## config.mk

```make
export PLATFORM = sky130hd
export DESIGN_NAME = dcache_stall_ctrl
export DESIGN_NICKNAME = d
export VERILOG_FILES = /design/src/rtl/dcache_stall_ctrl.sv
export SDC_FILE = /design/constraint.sdc
export NUM_CORES = 2
export LEC_CHECK = 0
export BUFFER_PORTS_ARGS = -buffer_cell sky130_fd_sc_hd__buf_2
export CORE_ASPECT_RATIO = 1.5
export CORE_MARGIN = 2
export CORE_UTILIZATION = 62
export CTS_CLUSTER_SIZE = 16
export DETAILED_ROUTE_END_ITERATION = 7
export PLACE_DENSITY = 0.8
export RECOVER_POWER = 100
export SLEW_MARGIN = 40
export SYNTH_ARGS = -nofsm -noshare
export SYNTH_HDL_FRONTEND = slang
export SYNTH_SLANG_ARGS = --single-unit
```

## constraint.sdc

```tcl
create_clock -name clk_i -period 11.7 [get_ports clk_i]
set_input_delay 0.585 -clock clk_i [delete_from_list [all_inputs] [get_ports clk_i]]
set_output_delay 0.585 -clock clk_i [all_outputs]
set_load 0.01 [all_outputs]
```

## src/rtl/dcache_stall_ctrl.sv

```systemverilog
// Direct-mapped, write-back, write-allocate data cache controller for the MEM stage.
// Stalls the pipeline while a dirty victim is written back and the missing line is refilled.
module dcache_stall_ctrl #(
  parameter int IDX_W  = 4,
  parameter int LINE_W = 128
) (
  input  logic              clk_i,
  input  logic              rst_i,
  input  logic              cpu_read_i,
  input  logic              cpu_write_i,
  input  logic [31:0]       cpu_addr_i,
  input  logic [31:0]       cpu_wdata_i,
  output logic [31:0]       cpu_rdata_o,
  output logic              stall_o,
  output logic              mem_req_o,
  output logic              mem_we_o,
  output logic [31:0]       mem_addr_o,
  output logic [LINE_W-1:0] mem_wdata_o,
  input  logic              mem_ack_i,
  input  logic [LINE_W-1:0] mem_rdata_i
);

  localparam int NUM_LINES = 1 << IDX_W;
  localparam int TAG_W     = 32 - IDX_W - 4;

  typedef enum logic [1:0] {IDLE, WRITEBACK, ALLOCATE} state_t;

  state_t state, next_state;

  logic [TAG_W-1:0]  tag_mem  [NUM_LINES];
  logic [LINE_W-1:0] data_mem [NUM_LINES];
  logic [NUM_LINES-1:0] valid;
  logic [NUM_LINES-1:0] dirty;

  logic [1:0]       word_sel;
  logic [IDX_W-1:0] idx;
  logic [TAG_W-1:0] req_tag;
  logic             req;
  logic             hit;
  logic             ack;
  logic             write_hit;
  logic             refill;
  logic [31:0]      next_addr;
  logic [LINE_W-1:0] next_wdata;
  logic             unused_bits;

  assign word_sel    = cpu_addr_i[3:2];
  assign idx         = cpu_addr_i[IDX_W+3:4];
  assign req_tag     = cpu_addr_i[31:IDX_W+4];
  assign unused_bits = ^cpu_addr_i[1:0];

  assign req       = cpu_read_i | cpu_write_i;
  assign hit       = valid[idx] && (tag_mem[idx] == req_tag);
  assign ack       = mem_ack_i && mem_req_o;
  assign write_hit = (state == IDLE) && cpu_write_i && hit;
  assign refill    = (state == ALLOCATE) && ack;

  assign stall_o     = (state != IDLE) || (req && !hit);
  // A simultaneous read+write is a write, so it never returns load data.
  assign cpu_rdata_o = ((state == IDLE) && cpu_read_i && !cpu_write_i && hit)
                       ? data_mem[idx][{word_sel, 5'b0} +: 32] : 32'h0;

  always_ff @(posedge clk_i or posedge rst_i) begin
    if (rst_i) state <= IDLE;
    else       state <= next_state;
  end

  always_comb begin
    next_state = state;
    case (state)
      IDLE: begin
        if (req && !hit)
          next_state = (valid[idx] && dirty[idx]) ? WRITEBACK : ALLOCATE;
      end
      WRITEBACK: if (ack) next_state = ALLOCATE;
      ALLOCATE:  if (ack) next_state = IDLE;
      default:   next_state = IDLE;
    endcase
  end

  always_comb begin
    next_addr  = 32'h0;
    next_wdata = '0;
    case (next_state)
      WRITEBACK: begin
        next_addr  = {tag_mem[idx], idx, 4'b0};
        next_wdata = data_mem[idx];
      end
      ALLOCATE: next_addr = {req_tag, idx, 4'b0};
      default: ;
    endcase
  end

  // Memory-side outputs come from the next state so they hold steady for a whole request.
  always_ff @(posedge clk_i or posedge rst_i) begin
    if (rst_i) begin
      mem_req_o   <= 1'b0;
      mem_we_o    <= 1'b0;
      mem_addr_o  <= 32'h0;
      mem_wdata_o <= '0;
    end else begin
      mem_req_o   <= (next_state != IDLE);
      mem_we_o    <= (next_state == WRITEBACK);
      mem_addr_o  <= next_addr;
      mem_wdata_o <= next_wdata;
    end
  end

  always_ff @(posedge clk_i or posedge rst_i) begin
    if (rst_i) begin
      valid <= '0;
      dirty <= '0;
    end else if (refill) begin
      valid[idx] <= 1'b1;
      dirty[idx] <= 1'b0;
    end else if (write_hit) begin
      dirty[idx] <= 1'b1;
    end
  end

  // Tag and data storage is deliberately left without reset; valid bits guard it.
  always_ff @(posedge clk_i) begin
    if (refill) begin
      data_mem[idx] <= mem_rdata_i;
      tag_mem[idx]  <= req_tag;
    end else if (write_hit) begin
      data_mem[idx][{word_sel, 5'b0} +: 32] <= cpu_wdata_i;
    end
  end

endmodule
```

---- Word level (Yosys, flattened, before mapping) ----
Memory sizes are Yosys's and may differ from the RTL's.
Index checks and enable logic that the tools add are counted.
word-level totals
  word-level logic and storage cells ...... 320
  register bits ........................... 196
  memories kept ........................... 2
  output and inout bits ................... 195
  bits in writable memories ............... 2432
operators by class
  reduce and logical (&&, ||, !) cells .... 18
  add/subtract/negate cells ............... 1
  bitwise operators ....................... 133
  equality and inequality tests ........... 5
  magnitude comparators ................... 2
  shifts and indexed selects .............. 3
  mux-type cells .......................... 149
memories
  name      depth  bits a word  read ports  clocked after Yosys merged registers in  wr ports  RTL line  RTL
  data_mem  16     128          1           0                                        1         31        logic [LINE_W-1:0] data_mem [NUM_LINES];
  tag_mem   16     24           1           0                                        1         30        logic [TAG_W-1:0] tag_mem [NUM_LINES];
operators with widths
  kind                                                                          number
  128-bit 2-to-1 mux                                                            2
  1-bit 2-to-1 mux                                                              135
  1-bit bitwise OR                                                              129
  32-bit by 9-bit variable shift with 128-bit output, first input constant      1
  128-bit by 8-bit indexed part select with 32-bit output                       1
  32-bit by 9-bit indexed part select with 128-bit output                       1
  32-bit case mux with 2 select lines                                           1
  16-bit 2-to-1 mux                                                             2
  32-bit 2-to-1 mux                                                             1
  16-bit bitwise OR                                                             2
  24-bit == test                                                                1
  16-bit AND                                                                    1
  16-bit inverter                                                               1
  1-bit logical AND                                                             11
  7-bit negator with 9-bit output                                               1
  1-bit binary-select mux with 4-bit select                                     2
  2-bit 2-to-1 mux                                                              4
  2-bit case mux with 3 select lines                                            1
  2-bit nonzero test                                                            3
  4-bit by 5-bit less-than comparator with 1-bit output, second input constant  1
  1-bit demux with 4-bit select                                                 1
  2-bit by 1-bit == test with 1-bit output, second input constant               2
  2-bit == test, second input constant                                          2
  4-bit by 1-bit >= comparator with 1-bit output, second input constant         1
  3 further kinds                                                               4

---- Depth between registers and ports, before layout ----
  depth in word-level cells ............... 9
  mapped depth ............................ 19
  gate-level depth less buffers ........... 13

---- Worst setup path after synthesis ----
OpenSTA, ideal clock, no wires.
  path kind ............................... input -> register
  from .................................... input cpu_addr_i[4]
  to ...................................... memory data_mem[10][0] (enable)
  arrival time ............................ 5.051 ns
  path slack .............................. 6.217 ns
  library setup time ...................... 0.432 ns
  stages on the path ...................... 11
  path through ............................ buf_2 > mux4_2 > a22o_1 > or4_1 > a2111oi_0 > a31oi_1 > nor4_4 > nand4_1 > buf_4 > buf_2 > a21oi_1
on the way
  word-level cells in the longest chain between the ends .. 8
RTL lines
  item                                                                                  RTL line  RTL
  from (decl)                                                                           11        input logic [31:0] cpu_addr_i,
  memory read 16 x 24 bit or 1-bit binary-select mux with 4-bit select (tied branches)  --
  24-bit == test or 1-bit 2-to-1 mux (tied branches)                                    53        assign hit = valid[idx] && (tag_mem[idx] == req_tag);
  1-bit logical AND                                                                     53
  1-bit logical AND                                                                     55        assign write_hit = (state == IDLE) && cpu_write_i && hit;
  1-bit 2-to-1 mux                                                                      126       end else if (write_hit) begin
  1-bit 2-to-1 mux                                                                      123       if (refill) begin
  128-bit 2-to-1 mux (not written as such)                                              127       data_mem[idx][{word_sel, 5'b0} +: 32] <= cpu_wdata_i;
  1-bit bitwise OR (no source line)                                                     --
  to (decl)                                                                             31
Parallel ways exist; a longest one is shown, timed or not. The select of a mux whose other input is x is not followed.

---- Worst setup path in the final report ----
  from .................................... input cpu_addr_i[4]
  to ...................................... output cpu_rdata_o[17]
on the way
  word-level cells in the longest chain between the ends .. 5
RTL lines
  item                                                              RTL line  RTL
  branches (longest 4 deep; another with memory read 16 x 128 bit)  --
  32-bit 2-to-1 mux *                                               61        ? data_mem[idx][{word_sel, 5'b0} +: 32] : 32'h0;
  to (decl)                                                         13        output logic [31:0] cpu_rdata_o,
Mark *: on every way between the ends. The select of a mux whose other input is x is not followed.

==> results.md <==
- Status: finished with violations
- Violated checks: max-capacitance violations, max-slew violations
- RSZ-0062 raised after global routing: no
- Post-Route Utilization: 0.697
- Largest net degree at the start of global routing: 115
- Maximum fanout along the worst path: 62
- Worst Skew: 0.0496 ns
- Synth area leader: edfxtp_1
- Area Growth Syn to Fin: 12.0%
- Synth Instances: 4780
- CTS tree: done
- Ys flop type: edfxtp_1
- Boundary Pins: 392
- First-pass GRT wire length: 423000 um
- MaxCap Viol Count: 15
- Peak supply drop: 0.160 mV
- Via/cell ratio: 7.16
- Share of layout cells above drive strength 1: 0.265
- GRT Overall Usage: 0.369
- CTS Buffer Depth: 3
- WP data required: 11.12 ns
- Number of enable flip-flop cells after synthesis: 2432
- Num rows: 183
- Final GP Congestion: 0.931
- Vias: 55392
- Post-synth top area share: 0.708
- Register area share after synthesis: 0.755
- Synth unique cells: 62
- Routed WL: 309000 um
- Crit path launch type: input port
- CP endpoint kind: output port
- Final min period: 9.13 ns
- Drt pass-1 iters: 8
- Reg2reg end: data_mem[9][18]
- Hold Vio Cnt, Final: 0
- # H-tree levels: 4
- Clock network latency to the later pin of the worst-skew pair: 0.89 ns
- Fin crit share: 0.781
- Multi-input logic area: 23900 um2
- CTS sink count: 2624
- Reg2reg path depth: 10
- Worst Hold Slack: 0.182 ns
- DRT antenna net count: 0
- Ys Warns: 0
- Hold Path Depth: 4
- Nets: 5471
- Slew HR: -1.29
- Mean post-synth cell area: 21.6 um2
- Arr. time, crit path: 8.55 ns
- Total grt overflow: 0
- Top post-synthesis cells by count: edfxtp_1, mux4_2, mux2i_1
- PortBufs: 385
- Post_cts resized: 0
- CTS buffer count: 221
- Number of fill cells: 9501
- Core box area: 166000 um2
- Share of async-settable or async-resettable flops after synthesis: 0.0732
- HP Class: in2reg
- Dpl hpwl: 173000 um
- Count leader, synth: edfxtp_1
- Post-DP Area: 109000 um2
- Mapped cell area: 103000 um2
- #FFs+latches synth: 2624
- Antenna violations before repair: 60
- Seq. cell area: 77800 um2
- Post-route cell area: 115000 um2
- Min-delay src: mem_ack_i
- Wire per inst: 39.9 um
- Cell leakage power: 0.0385 uW
- Crit Path Class: in2out
- Die H: 503 um
- Worst Max-Slew Pin Slew: 3.41 ns
- Ranking of synthesized cells by area: edfxtp_1, mux4_2, dfrtp_1
- Hold path endpoint: state[1]
- CTS Root Cell: clkbuf_16
- FF-to-FF Start: tag_mem[8][15]
- Initial Utilization: 0.623
- Final setup viols: 0
- Slew Viols, Final: 437
- Power Dens Cells: 170 nW/um2
- Number of global-route vias before repair: 54800
- Reg2reg setup slack: 4.54 ns
- Fmax: 109 MHz
- Post-route setup TNS: 0 ns
- Clock transition at path regs: 0.06 ns
- Die X: 337 um
- DR iter-0 viols: 9313
- DRC: 0
- Die ar.: 170000 um2
- Pwr Total: 19600 uW
[cell families (layout without fill, tap and decap cells)]
| logic type | after synthesis | in the layout | synth area share |
|---|---|---|---|
| flops | 2624 | 2624 | 0.755 |
| mux | 970 | 970 | 0.186 |
| simple gates | 518 | 518 | 0.0258 |
| buf+inv | 416 | 1091 | 0.0168 |
| compound gates | 230 | 230 | 0.0142 |
| xor+xnor | 12 | 12 | 0.00102 |
| fa+ha+maj | 9 | 9 | 0.00109 |
| other cells | 1 | 63 | 0.0000364 |
[sequential cells by signal, summed over array words and instances, names as in the netlist, named ones only]
register	cells
data_mem	2048
tag_mem	384
mem_wdata_o	128
mem_addr_o	28
valid	16
state	2
mem_req_o	1
mem_we_o	1
[worst max-delay path, cell delays in order]
cell and delay (ns):
clkbuf_1 1.38, buf_16 0.42, buf_12 0.47, buf_16 0.39, mux4_2 0.58, a22oi_1 0.30
nand2_1 0.22, xnor2_1 0.33, o2111ai_1 0.17, nor4_1 2.03, nand4_1 0.31, buf_4 0.45
nor2b_1 0.49, clkbuf_1 0.21
[cell type report]
class,instances,area share
diodes,59,0.00128
clock buffers,277,0.0510
clock inverters,139,0.0124
inverters,150,0.00495
multi-input cells,1743,0.207
flip-flops and latches,2624,0.674
well taps,2220,0.0241
repair buffers,525,0.0253
[how the worst max path moves through the flow]
stage / slack (ns) / end / startpoint
2_1_floorplan: 5.89 / async pin / rst_i
3_3_place_gp: 4.76 / cpu_rdata_o[8] / cpu_addr_i[4]
3_5_place_dp: 4.92 / data_mem[5][124] / cpu_addr_i[4]
4_1_cts: 5.37 / cpu_rdata_o[17] / cpu_addr_i[4]
5_1_grt: 2.55 / cpu_rdata_o[17] / cpu_addr_i[4]
6_report: 2.57 / cpu_rdata_o[17] / cpu_addr_i[4]
[placed cells by master, fill, tap and decap left out, types with 8 or more instances in the layout]
cell and instances:
mux4_2 754, nand2_1 192, o22ai_1 9, o21ai_0 51, and2_1 34, a22o_1 8
nor2b_1 52, xnor2_1 9, mux2i_1 192, clkbuf_16 225, clkinv_2 41, mux2_2 22
inv_1 144, nand3_1 13, nand4_1 11, diode_2 59, nor2_1 32, ha_1 9
or2_2 19, clkinv_1 49, clkbuf_1 289, a21oi_4 24, and2_0 108, a22oi_1 33
nor3_1 12, and3_1 10, dfrtp_1 192, edfxtp_1 2432, a21oi_1 47, bufinv_16 26
buf_4 80, inv_6 11, buf_6 16, buf_2 168
[stage by stage]
stage | worst slack (ns) | instances
floorplan | 5.89 | 4783
global placement | 4.76 | 7237
detailed placement | 4.92 | 7259
CTS | 5.37 | 7676
global route | 2.55 | 7686
finish | 2.57 | 7737
[metal layers]
layer	vias up	share of wire	wire length (um)	GRT usage
met5	-	0.0015	462	0
met4	54	0.069	21200	0.232
met3	1051	0.16	48500	0.142
met2	5552	0.47	146000	0.560
met1	28126	0.30	93200	0.449
li1	20609	-	-	-
[power breakdown]
part           switching, uW  total [uW]  internal [uW]
logic                   1030        1530            503
clock network           3370        7520           4150
registers               66.5       10500          10500
total                   4460       19600          15100
[what timing repair did]
| item | in CTS | in global routing |
|---|---|---|
| buffers inserted | 0 | 0 |
| hold buffers | 1 | 0 |
| endpoints found under the setup margin | 0 | 0 |
| endpoints found under the hold margin | 77 | 0 |
Power figures use the tool's default switching activity.
